--- config.mk ---
export PLATFORM = sky130hd
export DESIGN_NAME = regop_sequencer
export DESIGN_NICKNAME = d
export VERILOG_FILES = /design/src/rtl/regop_sequencer_pkg.sv /design/src/rtl/regop_sequencer_rtype_decoder.sv /design/src/rtl/regop_sequencer.sv
export SDC_FILE = /design/constraint.sdc
export NUM_CORES = 1
export LEC_CHECK = 0
export ABC_AREA = 1
export CAP_MARGIN = 10
export CORE_AREA = 5 5 60 62
export DETAILED_ROUTE_END_ITERATION = 12
export DIE_AREA = 0 0 65 67
export PLACE_DENSITY = 0.84
export SETUP_SLACK_MARGIN = 0.02
export SYNTH_ARGS = -nofsm -noshare
export SYNTH_HDL_FRONTEND = slang
export SYNTH_SLANG_ARGS = --single-unit
--- constraint.sdc ---
create_clock -name clk -period 2.19 [get_ports clk]
set_clock_uncertainty 0.2 [all_clocks]
set_input_delay 0.219 -clock clk [delete_from_list [all_inputs] [get_ports clk]]
set_output_delay 0.219 -clock clk [all_outputs]
set_load 0.01 [all_outputs]
--- src/rtl/regop_sequencer_pkg.sv ---
// Shared definitions for the R-type register-operation sequencer:
// state encoding, ALU operation codes, R-type opcode/funct7 constants
// and the decoded-instruction record passed from the decoder to the FSM.
package regop_sequencer_pkg;

    // Sequencer states, one clock each.
    typedef enum logic [2:0] {
        ST_IDLE,
        ST_DECODE,
        ST_READ,
        ST_EXEC,
        ST_WB,
        ST_DONE,
        ST_ERR
    } state_t;

    // Major opcode of every register-register ALU instruction.
    localparam logic [6:0] OPCODE_RTYPE = 7'b0110011;

    // The two funct7 values that select an ALU operation.
    localparam logic [6:0] FUNCT7_BASE = 7'b0000000;
    localparam logic [6:0] FUNCT7_ALT  = 7'b0100000;

    // ALU operation codes, formed as {instr[30], funct3}.
    localparam logic [3:0] ALU_ADD  = 4'b0000;
    localparam logic [3:0] ALU_SLL  = 4'b0001;
    localparam logic [3:0] ALU_SLT  = 4'b0010;
    localparam logic [3:0] ALU_SLTU = 4'b0011;
    localparam logic [3:0] ALU_XOR  = 4'b0100;
    localparam logic [3:0] ALU_SRL  = 4'b0101;
    localparam logic [3:0] ALU_OR   = 4'b0110;
    localparam logic [3:0] ALU_AND  = 4'b0111;
    localparam logic [3:0] ALU_SUB  = 4'b1000;
    localparam logic [3:0] ALU_SRA  = 4'b1101;

    // Everything the sequencer needs to know about one instruction.
    typedef struct packed {
        logic [4:0] rs1;
        logic [4:0] rs2;
        logic [4:0] rd;
        logic [3:0] alu_op;
        logic       legal;
    } decode_t;

    // True when the code names an operation the ALU actually implements.
    function automatic logic is_supported_alu_op(input logic [3:0] op);
        case (op)
            ALU_ADD, ALU_SLL, ALU_SLT, ALU_SLTU, ALU_XOR,
            ALU_SRL, ALU_OR, ALU_AND, ALU_SUB, ALU_SRA: return 1'b1;
            default:                                    return 1'b0;
        endcase
    endfunction

endpackage

--- src/rtl/regop_sequencer_rtype_decoder.sv ---
// Purely combinational R-type field extractor and legality check.
// An instruction is legal when it carries the R-type opcode, a funct7 of
// either base or alternate form, and the resulting {instr[30], funct3}
// code is one the ALU implements (which limits the alternate funct7 to
// SUB and SRA).
module rtype_decoder
    import regop_sequencer_pkg::*;
(
    input  logic [31:0] instr,
    output decode_t     fields
);

    logic [6:0] opcode;
    logic [6:0] funct7;
    logic       funct7_ok;

    assign opcode    = instr[6:0];
    assign funct7    = instr[31:25];
    assign funct7_ok = (funct7 == FUNCT7_BASE) || (funct7 == FUNCT7_ALT);

    // Slice the register fields, build the ALU code and judge legality.
    always_comb begin
        fields        = '0;
        fields.rs1    = instr[19:15];
        fields.rs2    = instr[24:20];
        fields.rd     = instr[11:7];
        fields.alu_op = {instr[30], instr[14:12]};
        fields.legal  = (opcode == OPCODE_RTYPE) && funct7_ok
                        && is_supported_alu_op({instr[30], instr[14:12]});
    end

endmodule

--- src/rtl/regop_sequencer.sv ---
// Multi-cycle sequencer for RISC-V R-type instructions. An accepted
// instruction walks DECODE -> READ -> EXEC -> WB -> DONE, producing one
// strobe per stage for the register array and ALU datapath; a rejected
// instruction goes DECODE -> ERR and is dropped. The decoded fields are
// captured at acceptance so the address and ALU_OP outputs come straight
// from flops and stay put until the next instruction is taken.
module regop_sequencer
    import regop_sequencer_pkg::*;
(
    input  logic        clk,
    input  logic        rst_n,
    input  logic        instr_valid,
    input  logic [31:0] instr,
    output logic        instr_ready,
    output logic [4:0]  R_Addr_A,
    output logic [4:0]  R_Addr_B,
    output logic [4:0]  W_Addr,
    output logic [3:0]  ALU_OP,
    output logic        Reg_Write,
    output logic        rr_en,
    output logic        f_en,
    output logic        wb_en,
    output logic        busy,
    output logic        done,
    output logic        illegal
);

    state_t  state;
    state_t  state_next;
    decode_t dec_in;
    decode_t dec_q;
    logic    accept;

    rtype_decoder u_decoder (
        .instr  (instr),
        .fields (dec_in)
    );

    assign accept = instr_valid && (state == ST_IDLE);

    // State register; reset drops straight back to IDLE at any time.
    always_ff @(posedge clk or negedge rst_n) begin
        if (!rst_n) begin
            state <= ST_IDLE;
        end else begin
            state <= state_next;
        end
    end

    // Hold the decoded instruction from acceptance until the next one.
    always_ff @(posedge clk or negedge rst_n) begin
        if (!rst_n) begin
            dec_q <= '0;
        end else if (accept) begin
            dec_q <= dec_in;
        end
    end

    // Next-state selection and per-state strobes.
    always_comb begin
        state_next  = state;
        instr_ready = 1'b0;
        busy        = 1'b1;
        rr_en       = 1'b0;
        f_en        = 1'b0;
        wb_en       = 1'b0;
        Reg_Write   = 1'b0;
        done        = 1'b0;
        illegal     = 1'b0;
        case (state)
            ST_IDLE: begin
                instr_ready = 1'b1;
                busy        = 1'b0;
                if (instr_valid) begin
                    state_next = ST_DECODE;
                end
            end
            ST_DECODE: begin
                state_next = dec_q.legal ? ST_READ : ST_ERR;
            end
            ST_READ: begin
                rr_en      = 1'b1;
                state_next = ST_EXEC;
            end
            ST_EXEC: begin
                f_en       = 1'b1;
                state_next = ST_WB;
            end
            ST_WB: begin
                wb_en      = 1'b1;
                Reg_Write  = (dec_q.rd != 5'd0);
                state_next = ST_DONE;
            end
            ST_DONE: begin
                done       = 1'b1;
                state_next = ST_IDLE;
            end
            ST_ERR: begin
                illegal    = 1'b1;
                state_next = ST_IDLE;
            end
            default: begin
                state_next = ST_IDLE;
            end
        endcase
    end

    assign R_Addr_A = dec_q.rs1;
    assign R_Addr_B = dec_q.rs2;
    assign W_Addr   = dec_q.rd;
    assign ALU_OP   = dec_q.alu_op;

endmodule

== Word-level counts from Yosys, hierarchy flattened ==
Memory sizes are Yosys's and may differ from the RTL's.
Index checks and enable logic that the tools add are counted.

* Register bits after elaboration: 23
* Bits in read-only memories: 16
* Input bits: 35
* Output and inout port bits: 27
* Word-level logic and storage cells: 34
* Memories kept: 1

* Equality and inequality tests: 9
* Muxes and demuxes: 11
* Reductions and logical operators: 7

{| class="wikitable"
|+ Memory list
! memory !! words !! width !! rd ports !! clocked after memory_dff !! write ports !! RTL line !! text
|-
| (no name shown) || 16 || 1 || 1 || 0 || 0 || regop_sequencer_pkg.sv:47 || <nowiki>case (op)</nowiki>
|}

{| class="wikitable"
|+ Operator list
! cell !! count
|-
| one-hot mux 3 bit (5 select lines) || 1
|-
| == test 7 x 6 -> 1 bit (second input constant) || 2
|-
| == test 3 bit (second input constant) || 3
|-
| two-way mux 1 bit || 8
|-
| logical NOT 7 bit || 1
|-
| == test 3 x 2 -> 1 bit (second input constant) || 2
|-
| two-way mux 3 bit || 2
|-
| nonzero test 5 bit || 1
|-
| == test 3 x 1 -> 1 bit (second input constant) || 1
|-
| logical AND 1 bit || 3
|-
| logical NOT 3 bit || 1
|-
| inequality test 2 bit (second input constant) || 1
|-
| logical OR 1 bit || 1
|}

== Longest topological paths before layout ==
* Depth after elaboration: 4
* Mapped depth: 6

== Modules after synthesis ==
From an unflattened synthesis, not the netlist that was laid out.

* Cell total of the unflattened synthesis: 180
* Area total of the unflattened synthesis: 1415.1 µm²

{| class="wikitable"
|+ By module, submodules not included
! module !! times used !! cells an instance !! area each (µm²)
|-
| regop_sequencer || 1 || 138 || 1182.4
|-
| rtype_decoder || 1 || 42 || 232.7
|}

== Least setup slack after synthesis ==
No wires, ideal clock.

* Path type: register to output
* From: register state[1]
* To: output Reg_Write
* Arrival: 1061 ps
* Required time: 1771 ps
* Setup slack: 710 ps
* Stages on the path, launching flop included: 6
* Buffers on the path: 0
* Cells stage by stage: dfrtp_1 > nor2_4 > inv_1 > nor2_1 > o21ai_0 > inv_1

* Word-level cells in the longest chain between the ends: 2

{| class="wikitable"
|+ RTL lines
! item !! RTL line !! text
|-
| from (decl) || regop_sequencer.sv:28 || <nowiki>state_t state;</nowiki>
|-
| from (signal assigned) || regop_sequencer.sv:46 || <nowiki>state <= state_next;</nowiki>
|-
| == test 3 bit || regop_sequencer.sv:70 || <nowiki>case (state)</nowiki>
|-
| two-way mux 1 bit || regop_sequencer.sv:70 ||
|-
| to (decl) || regop_sequencer.sv:19 || <nowiki>output logic Reg_Write,</nowiki>
|}

Every way passes these cells.

== Worst setup path after layout ==
* From: register state[1]
* To: output done

* Word-level cells in the longest chain between the ends: 2

{| class="wikitable"
|+ RTL lines
! item !! RTL line !! text
|-
| == test 3 bit || regop_sequencer.sv:70 ||
|-
| two-way mux 1 bit || regop_sequencer.sv:70 ||
|-
| to (decl) || regop_sequencer.sv:24 || <nowiki>output logic done,</nowiki>
|}

Every way passes these cells.

==> impl_results.md <==
- Top cell type's share of synthesized area: 48.2%
- Distinct cells, synth: 19
- CP Cell Sequence: buf_4 > inv_1 > nand2_1 > nor2_1 > clkdlybuf4s50_1
- Type of origin of the critical path: flop
- # IOs: between 60 and 70
- Syn Inst Count: between 100 and 150
- Die area: between 4000 and 5000 um^2
- Reg2Reg Launch Point: state[2]
- Row count: 20
- Cell taking the most area after synthesis: dfrtp_1
- Worst path top cell family by delay: buffers and inverters
- DR vias: 970
- 1st-iter DRT viols: 11
- Vias per inst: approximately 4.3
- Synthesized area per cell: ~8 um^2
- Pin slew with the least headroom to its limit: 388 ps
- Arr. time, crit path: 1680 ps
- Skew-Pair Late Insertion Delay: ~300 ps
- CP bufs+invs: 3
- Router iterations before antenna repair: 4
- Hold_buf cts: 0
- Final period utilization: between 90 and 100%
- Part of the Yosys area used for sequential elements: between 40% and 50%
- Critical path's largest stage delay: 540 ps
- Setup TNS: 0 ps
- Multi-input logic area: 340 um^2
- Setup Crit Path Kind: reg -> out
- Slew Limit Fails: 0
- Count of final setup violators: 0
- Clock sink count: 23
- Synth area leaders: dfrtp_1 (48%), buf_4 (13%), inv_1 (8.8%), nand2_1 (8.2%), o21ai_0 (8.0%)
- Total Wirelength: between 2000 and 2500 um
- Critical-path top delay cell: clkdlybuf4s50_1
- Dpl cells: approximately 220
- Final RePlAce weighted congestion: between 0.6 and 0.7
- CTS tree: done
- P per Cell Area: approximately 1100 nW/um^2
- Worst VDD drop: ~0.44 mV
- Share of post-route cells with drive strength above 1: under 10%
- Synthesized net count: about 180
- Initial Util: approximately 40%
- CP required: 1770 ps
- Net count, final: approximately 230
- Worst Hold Class: in -> async
- Synth Cell Area: 1190 um^2
- Longest Clk Path Bufs: 2
- Area Overhead vs Synth: 45.5%
- Util after Layout: between 50% and 60%
- Pin count of the biggest net entering global routing: 41
- Drt wl/cell: 10.8 um
- RSZ-0062 raised after global routing: false
- Drt drc: 0
- Worst r2r path cells: 5
- Clk root buf: clkbuf_4
- Antenna diode count: 0
- Core area: ~3000 um^2
- Filler Cell Count: 286
- H-tree levels: 1
- Synth warn: 0
- Reg2Reg Setup Slack: 660 ps
- CTS Buf Count: 3
- Period minus WS final: around 2100 ps
- F_max: roughly 480 MHz
- First-pass GRT wire length: 3880 um
- Die H: 67 um
- IO Port Bufs: approximately 60
- Clock-pin slew on the worst setup and hold paths: between 100 and 150 ps
- R2R Path End: dec_q[0]
- Max Cap Violations: 0
- Slew HR: 74.2%
- Die X-Extent: 65 um
- Max FO, Critical Path: 3
- Fin Hold WS: roughly 60 ps
- Register area: 577 um^2
- CP endpoint kind: primary output
- #FFs+latches synth: 23
- Gr ovfl total: 0
- Cell Count, Final, Fillers Out: 225
- Status: finished, final reports clean
- HPWL after DPL: about 1900 um
- Initial antenna violation count: 0
- DRT antenna net count: 0
- Hold Vio Cnt, Final: 0
- Vias in the first global route: roughly 900
- GRT Overall Usage: 11.6%
- LEAKAGE: approximately 0.90 nW
## layout make-up
class                   instances  share of cell area, %
clock buffers                   4                   1.51
repair buffers                 64                   37.0
flip-flops and latches         23                   33.2
well taps                      33                   2.38
inverters                      29                   6.27
multi-input cells              72                   19.6
## what timing repair did
item,CTS,global route
resized for setup,2,4
endpoints found under the setup margin,1,4
buffers inserted,2,0
## stage by stage
stage	cell area [um^2]	setup WS, ps	power, mW
after global placement	1680	323	1.76
final	1740	95.5	1.97
after floorplan	1190	710	1.43
after detailed placement	1680	309	1.78
after global routing	1740	21.4	2.13
after CTS	1730	24.4	2.01
## registers in the layout, summed over array words and instances, names as in the netlist
register / count
R_Addr_A: 5
R_Addr_B: 5
W_Addr: 5
ALU_OP: 4
state: 3
dec_q: 1
## layer usage
layer | track usage [%] | vias up | part of all wire (%)
met4 | 5.54 | 0 | 1.1
met3 | 1.52 | 2 | 6.4
met5 | 0 | - | 0
li1 | - | 519 | -
met2 | 22.3 | 34 | 52
met1 | 12.2 | 415 | 40
## synthesized netlist by cell type
cell type,n
inv_1,28
nand2_1,26
dfrtp_1,23
buf_4,20
o21ai_0,19
nor2_1,12
nand3_1,5
a21oi_1,2
o21ai_1,2
a31o_2,1
buf_2,1
buf_6,1
clkbuf_2,1
inv_2,1
nand3_4,1
nand4_1,1
nor2_2,1
nor2_4,1
nor3_1,1
## power by group
group	switching, mW	leakage [nW]	internal (mW)
clock network	0.115	0.0150	0.0709
registers	0.128	0.287	0.617
logic	0.465	0.600	0.572
## worst max path at each step
stage | startpoint | to | slack (ps) | cells past startpoint
after floorplan | state[1] | Reg_Write | 710 | 5
after global placement | state[1] | Reg_Write | 320 | 6
after detailed placement | state[0] | Reg_Write | 310 | 6
after CTS | state[1] | Reg_Write | 20 | 6
after global routing | state[1] | done | 20 | 5
final | state[1] | done | 100 | 5
## kinds of logic after synthesis
kind of cell           count (synthesis)  synth area share, %
AND/OR/NAND/NOR                       48                 17.9
AO/OA/AOI/OAI                         24                 10.4
flip-flops                            23                 48.2
buffers and inverters                 52                 23.5
## cell usage in the layout (no fill, tap or decap), types with 2 or more instances in the layout
master            n
clkdlybuf4s50_1  57
inv_1            28
nand2_1          26
dfrtp_1          22
o21ai_0          19
nor2_1           11
nand3_1           5
dlymetal6s2s_1    4
clkbuf_4          3
buf_4             3
nor2_2            2
o21ai_1           2
a21oi_1           2
Note: power is estimated with default switching activity, not from simulation.
